[src/rtl/warships_pkg.sv]
// Shared definitions for the warships game: click-decoder states and grid coordinates.
package warships_pkg;

  typedef enum logic [1:0] {
    GC_IDLE         = 2'd0,
    GC_LOCATE       = 2'd1,
    GC_OFFER        = 2'd2,
    GC_WAIT_RELEASE = 2'd3
  } grid_click_state_t;

  // Board cell coordinate as seen by the game FSM: {col, row}.
  typedef struct packed {
    logic [3:0] col;
    logic [3:0] row;
  } grid_cords_t;

endpackage

[src/rtl/sync_edge_detect.sv]
// Two-flop synchroniser for an asynchronous button plus a one-cycle rising-edge pulse.
// The edge output is blanked until the pipeline has been refilled from the real
// input after reset, so a button already held through reset never reads as a press.
module sync_edge_detect (
  input  logic clk,
  input  logic rst_n,
  input  logic async_i,
  output logic level_o,
  output logic rise_o
);

  logic       meta_q;
  logic       sync_q;
  logic       dly_q;
  logic [2:0] warm_q;

  // Synchroniser chain, delay flop and post-reset fill tracker.
  always_ff @(posedge clk or negedge rst_n) begin
    if (!rst_n) begin
      meta_q <= 1'b0;
      sync_q <= 1'b0;
      dly_q  <= 1'b0;
      warm_q <= 3'b000;
    end else begin
      meta_q <= async_i;
      sync_q <= meta_q;
      dly_q  <= sync_q;
      warm_q <= {warm_q[1:0], 1'b1};
    end
  end

  assign level_o = sync_q;
  assign rise_o  = sync_q & ~dly_q & warm_q[2];

endmodule

[src/rtl/grid_click_decoder.sv]
// Turns a left-button press over the board grid into a {col,row} cell coordinate
// and offers it to the game controller over a valid/ready handshake.
module grid_click_decoder
  import warships_pkg::*;
#(
  parameter int X_POS     = 100,
  parameter int Y_POS     = 200,
  parameter int CELL_SIZE = 32,
  parameter int X_SIZE    = 10,
  parameter int Y_SIZE    = 10
) (
  input  logic        clk,
  input  logic        rst_n,
  input  logic        enable,
  input  logic [11:0] mouse_x_pos,
  input  logic [11:0] mouse_y_pos,
  input  logic        mouse_left,
  input  logic        click_ready,
  output logic        click_valid,
  output logic [7:0]  click_cords,
  output logic        busy
);

  localparam int X_END = X_POS + X_SIZE * CELL_SIZE;
  localparam int Y_END = Y_POS + Y_SIZE * CELL_SIZE;
  localparam logic [11:0] CELL12 = 12'(CELL_SIZE);

  grid_click_state_t state_q, state_d;
  logic [11:0]       dx_q, dx_d;
  logic [11:0]       dy_q, dy_d;
  logic [3:0]        col_q, col_d;
  logic [3:0]        row_q, row_d;
  grid_cords_t       cords_q, cords_d;
  logic              valid_q, valid_d;
  logic              busy_q, busy_d;

  logic        left_s;
  logic        press;
  logic [31:0] x_ext;
  logic [31:0] y_ext;
  logic        in_grid;
  logic        dx_ge;
  logic        dy_ge;

  sync_edge_detect u_left_sync (
    .clk     (clk),
    .rst_n   (rst_n),
    .async_i (mouse_left),
    .level_o (left_s),
    .rise_o  (press)
  );

  assign x_ext   = {20'd0, mouse_x_pos};
  assign y_ext   = {20'd0, mouse_y_pos};
  assign in_grid = (x_ext >= 32'(X_POS)) && (x_ext < 32'(X_END)) &&
                   (y_ext >= 32'(Y_POS)) && (y_ext < 32'(Y_END));
  assign dx_ge   = (dx_q >= CELL12);
  assign dy_ge   = (dy_q >= CELL12);

  // State and datapath registers; outputs are registered copies of the next state.
  always_ff @(posedge clk or negedge rst_n) begin
    if (!rst_n) begin
      state_q <= GC_IDLE;
      dx_q    <= 12'd0;
      dy_q    <= 12'd0;
      col_q   <= 4'd0;
      row_q   <= 4'd0;
      cords_q <= '0;
      valid_q <= 1'b0;
      busy_q  <= 1'b0;
    end else begin
      state_q <= state_d;
      dx_q    <= dx_d;
      dy_q    <= dy_d;
      col_q   <= col_d;
      row_q   <= row_d;
      cords_q <= cords_d;
      valid_q <= valid_d;
      busy_q  <= busy_d;
    end
  end

  // Next-state logic: capture offset, divide by repeated subtraction, offer, wait release.
  always_comb begin
    state_d = state_q;
    dx_d    = dx_q;
    dy_d    = dy_q;
    col_d   = col_q;
    row_d   = row_q;
    cords_d = cords_q;

    case (state_q)
      GC_IDLE: begin
        if (press && enable && in_grid) begin
          dx_d    = mouse_x_pos - 12'(X_POS);
          dy_d    = mouse_y_pos - 12'(Y_POS);
          col_d   = 4'd0;
          row_d   = 4'd0;
          state_d = GC_LOCATE;
        end
      end
      GC_LOCATE: begin
        if (!enable) begin
          state_d = GC_WAIT_RELEASE;
        end else begin
          if (dx_ge) begin
            dx_d  = dx_q - CELL12;
            col_d = col_q + 4'd1;
          end
          if (dy_ge) begin
            dy_d  = dy_q - CELL12;
            row_d = row_q + 4'd1;
          end
          if (!dx_ge && !dy_ge) begin
            cords_d.col = col_q;
            cords_d.row = row_q;
            state_d     = GC_OFFER;
          end
        end
      end
      GC_OFFER: begin
        // A ready in the same cycle as a dropped enable still completes the transfer.
        if (click_ready || !enable) begin
          state_d = GC_WAIT_RELEASE;
        end
      end
      GC_WAIT_RELEASE: begin
        if (!left_s) begin
          state_d = GC_IDLE;
        end
      end
      default: begin
        state_d = GC_IDLE;
      end
    endcase

    valid_d = (state_d == GC_OFFER);
    busy_d  = (state_d != GC_IDLE);
  end

  assign click_valid = valid_q;
  assign click_cords = cords_q;
  assign busy        = busy_q;

endmodule
[config.mk]
export PLATFORM = sky130hd
export DESIGN_NAME = grid_click_decoder
export DESIGN_NICKNAME = d
export VERILOG_FILES = /design/src/rtl/warships_pkg.sv /design/src/rtl/sync_edge_detect.sv /design/src/rtl/grid_click_decoder.sv
export SDC_FILE = /design/constraint.sdc
export NUM_CORES = 1
export LEC_CHECK = 0
export CAP_MARGIN = 0
export CORE_ASPECT_RATIO = 0.8
export CORE_MARGIN = 4
export CORE_UTILIZATION = 60
export CTS_CLUSTER_DIAMETER = 100
export DETAILED_ROUTE_END_ITERATION = 12
export DONT_BUFFER_PORTS = 1
export HOLD_SLACK_MARGIN = 0.15
export PLACE_DENSITY_LB_ADDON = 0.1
export SYNTH_ARGS = -nofsm -noshare
export SYNTH_HDL_FRONTEND = slang
export SYNTH_HIERARCHICAL = 1
export SYNTH_SLANG_ARGS = --single-unit
[constraint.sdc]
create_clock -name clk -period 4 [get_ports clk]
set_input_delay 1.2 -clock clk [delete_from_list [all_inputs] [get_ports clk]]
set_output_delay 1.2 -clock clk [all_outputs]
set_load 0.03 [all_outputs]
* Word level (Yosys, flattened, before mapping) *
Cells that the tools add are included.

word-level totals
  register bits after elaboration = 50
  input port bits = 29
  output and inout bits = 10
  logic and storage cells = 73

cells by class
  $add $sub $neg = 6
  $lt $le $gt $ge = 6
  equal/unequal tests = 8
  muxes and demuxes = 21
  bitwise gates (word level) = 3
  reduce and logical (&&, ||, !) cells = 16

operator list
  cell                   number
  $mux 12                6
  $pmux 12 s2            2
  $ge 12x6->1 const B    2
  $sub 12x6->12 const B  2
  $mux 4                 5
  $pmux 4 s2             2
  $ge 12x7->1 const B    1
  $ge 12x8->1 const B    1
  $lt 12x10->1 const B   1
  $lt 12x9->1 const B    1
  $sub 12x7->12 const B  1
  $sub 12x8->12 const B  1
  $mux 2                 5
  $add 4x1->4 const B    2
  $ne 2x2->1 const B     4
  $pmux 2 s4             1
  $reduce_and 4->1       2
  $eq 2x2->1 const B     3
  $logic_and 1x1->1      6
  $reduce_bool 2->1      2
  $logic_not 1->1        3
  $reduce_and 3->1       1
  $and 1x1->1            2
  $eq 2x1->1 const B     1
  other kinds (3)        3

* Depth between registers and ports, before layout *
  depth after elaboration = 8
  gate-level depth with buffers = 8
  depth with buffers taken out = 7

* Modules after synthesis *
The synthesis kept the hierarchy.

modules (own cells, without submodules)
  module              times used  cells each  area an instance (µm²)
  grid_click_decoder  1           233         2322.2
  sync_edge_detect    1           8           162.7

* Least setup slack after synthesis *
OpenSTA, ideal clock, no wires.

  path kind = input to register
  from = input mouse_y_pos[3]
  to = register dy_q[5]
  setup time = 0.126 ns
  arrival time = 2.612 ns
  data required time = 3.874 ns
  slack = 1.262 ns
  stages on the path = 5
  buffers on the path = 0
  path through = or3_4 -> o41ai_4 -> o21a_2 -> a31oi_1 -> a221o_1

between the ends
  word-level cells in the longest chain between the ends = 6
  elaborated cells between the ends (all ways) = 10
  those cells by class = add/sub (1); order compare (2); eq/ne (1); mux (2); reduce/logical (4)

ends and longest elaborated chain
  what                               line                      text
  from (decl)                        grid_click_decoder.sv:16  input logic [11:0] mouse_y_pos,
  $ge 12x8->1                        grid_click_decoder.sv:56  (y_ext >= 32'(Y_POS)) && (y_ext < 32'(Y_END));
  $logic_and 1x1->1                  grid_click_decoder.sv:55  assign in_grid = (x_ext >= 32'(X_POS)) && (x_ext < 32'(X_END)) &&
  $logic_and 1x1->1                  grid_click_decoder.sv:56
  $logic_and 1x1->1                  grid_click_decoder.sv:94  if (press && enable && in_grid) begin
  $ne 2x2->1 (no source line)        --
  $reduce_and 4->1 (no source line)  --
  to (signal assigned)               grid_click_decoder.sv:74  dy_q <= dy_d;
  to (decl)                          grid_click_decoder.sv:30  logic [11:0] dy_q, dy_d;

Several ways; a longest one is shown, not always the timed one. The select of a mux whose other input is x is not followed.
A chain may end at the register's enable or synchronous reset.

* Final worst setup path *
  from = input mouse_y_pos[3]
  to = register dy_q[6]

Same word-level chain as after synthesis.

==> results.md <==
- Post-Syn Instances: approximately 240
- Iter 0 DRT Violations: around 130
- Psw: 0.601 mW
- Synth area leader: dfrtp_1
- Vias after detailed routing: approximately 1,900
- Syn_nets: between 200 and 300
- Yosys cell types: slightly below 70
- FF-to-FF path depth: 4
- CP endpoint kind: flop
- Post-Syn Area: about 0.0025 mm2
- Drt drc: 0
- Nets: about 280
- Pre-Repair DR Iteration Count: 4
- Syn avg cell area: around 10 um2
- P&R area growth vs syn: 5.24%
- Min-delay src: u_left_sync/warm_q[0]
- Number of global-route vias before repair: between 1,500 and 2,000
- Sequential share of power: 0.473
- Worst Path Arrival: 2910 ps
- Max FO, Critical Path: 10
- Final WL: 5170 um
- Share of the synthesized area in the top cell type: 0.403
- Worst endpoint required time: ~4200 ps
- Synth cell count leaders: 40 x dfrtp_1, 19 x nor2_1, 16 x nand2_1
- Final Max Slew Viols: 0
- # setup viols final: 0
- Gr ovfl total: 0
- Die width: around 80 um
- Worst Skew: 4.95 ps
- Vias per inst: approximately 6.3
- Crit-path slowest cell: a41oi_2
- Die Y: roughly 66 um
- Fmax: about 370 MHz
- CP delay by family, top: compound AO/OA/AOI/OAI gates
- GPL Wtd Cong: around 0.85
- Clk pin slew, worst setup/hold paths: ~80 ps
- Top post-synthesis cells by area: dfrtp_1 40%, ha_1 4.0%, mux2_2 3.6%
- Internal power: 0.911 mW
- Filler cell count: between 300 and 400
- Core ar.: 0.00390 mm2
- Period minus WS final: about 2700 ps
- Status: finished, final reports clean
- Max clock buf depth: 2
- PwrDens: 578 mW/mm2
- PostCTS Resize Cnt: 0
- Clock power frac: 0.182
- First-pass GRT wire length: 8960 um
- Num CTS Buffers: 5
- Relative slew slack: 0.507
- Hold_ws: roughly 350 ps
- Most common cell in the synthesized netlist: dfrtp_1
- Lkg Pwr: 1.08 nW
- Net Sw Frac: 0.397
- Dpl hpwl: between 3000 and 4000 um
- Crit share post-route: 0.680
- Die area: approximately 0.0052 mm2
- Worst path bufs/invs: 0
- Crit Path Category: in -> reg
- Initial antenna violation count: 0
- Critical path depth: 5
- Critical Path Source: mouse_y_pos[3]
- Max cap viols: 0
- # IOs: 39
- Post-synth EDFFs: 0
- Combinational power share: 0.346
- Port bufs: 0
- Routed Antenna Nets: 0
- Dpl ws: between 1000 and 1500 ps
- CTS tree: built
- WHS Path Cells: 0
- Unrepaired setup endpoints after global routing: no
- Clk sink count: 40
- Largest net degree at the start of global routing: between 40 and 50
- Final-report hold violation count: 0
- Number of setup buffers added after CTS: 0
- Worst skew pair latency: slightly below 300 ps
- Worst r2r src: dy_q[6]
- ANT cells: 0
- GRT Total Usage: 0.224
- Predominant post-synthesis flop cell: dfrtp_1
- CTS Root Cell: clkbuf_8
- CP peak stage delay: between 600 and 700 ps
- CTS H-tree lvls: 2
- Number of synthesized register bits: 40
- Initial Util: 0.637
- Final core occ: 0.670
- Worst slew pin tran: approximately 740 ps
- WL/cell: roughly 17 um
- Worst VDD drop: between 300 and 400 uV
- FP Rows: 20
- Final worst setup slack: ~1300 ps
- Hold Buf Count CTS: 0
- Synth warnings: 6
- Layout cells sized above 1: 0.151
- Worst-path cell chain: o311ai_1 > nand2_1 > a41oi_2 > o31ai_2 > o221a_2
- CP Launch Type: input port
- Setup TNS: 0 ps
- Seq/Total Area, Yosys: 0.403
- Hold crit path type: reg -> reg
- FFs w/ async S/R, synth: 1.00
## worst register-to-register path, cell delays in order (launching register included)
cell and delay [ps]:
dfrtp_1 430, nor4_2 620, nand4_1 270, nor2_2 450, mux2_2 390
## per-layer routing
| layer | global-route usage | vias up | part of all wire |
|---|---|---|---|
| li1 | - | 912 | - |
| met1 | 0.315 | 922 | 0.47 |
| met2 | 0.321 | 50 | 0.46 |
| met3 | 0.0603 | 10 | 0.055 |
| met4 | 0.103 | 0 | 0.022 |
| met5 | 0 | - | 0 |
## cell usage in the layout, fill, tap and decap left out, types with 4 or more instances in the layout
| master | count |
|---|---|
| inv_1 | 11 |
| mux2_2 | 8 |
| ha_1 | 8 |
| nor4_1 | 4 |
| xor2_1 | 8 |
| nor3_1 | 11 |
| nor3b_1 | 4 |
| nand2b_1 | 5 |
| a21oi_1 | 13 |
| nor2_1 | 19 |
| dfrtp_1 | 40 |
| o21ai_0 | 4 |
| nand2_1 | 16 |
| xnor2_1 | 6 |
| clkbuf_8 | 6 |
| mux2i_1 | 4 |
## through the flow
step | total power [mW] | area [um2] | cells
after floorplan | 1.11 | 2480 | 241
after global placement | 1.22 | 2520 | 292
after detailed placement | 1.24 | 2520 | 292
after CTS | 1.52 | 2620 | 300
after global routing | 1.64 | 2620 | 300
final | 1.51 | 2620 | 300
## area by class of cell
cell class	instances	area, um2	share of cell area
flip-flops and latches	40	1000	0.383
multi-input cells	186	1410	0.540
well taps	55	68.8	0.0263
clock buffers	6	82.6	0.0316
clock inverters	2	10.0	0.00383
inverters	11	41.3	0.0158
## final timing paths
check                                        endpoint  slack, ps
worst max-delay path                          dy_q[6]       1280
min in group asynchronous                     dy_q[7]        590
worst min register to register  u_left_sync/warm_q[1]        350
max in group asynchronous       u_left_sync/warm_q[1]       3320
worst max register to register         click_cords[4]       1730
worst min-delay path            u_left_sync/warm_q[1]        350
## cells by family after synthesis
kind of cell / synth area share
DFF: 0.403
AOI/OAI and AO/OA: 0.216
buffers and inverters: 0.0292
muxes: 0.0524
other: 0.00151
adders and majority gates: 0.0403
xor gates and xnor gates: 0.0493
and+or+nand+nor: 0.209
## registers in the layout, summed over array words and instances, names as in the netlist, 2 cells and up
| signal | count |
|---|---|
| col_q | 4 |
| dx_q | 7 |
| state_q | 2 |
| u_left_sync/warm_q | 3 |
| dy_q | 7 |
| row_q | 4 |
| click_cords | 8 |
## power groups by stage
stage,clock (mW),sequential [mW],combinational [mW]
6_report,0.275,0.715,0.522
5_1_grt,0.301,0.738,0.597
4_1_cts,0.283,0.712,0.522
3_5_place_dp,0,0.718,0.521
3_3_place_gp,0,0.713,0.511
2_1_floorplan,0,0.677,0.433
(Power assumes the default switching activity.)
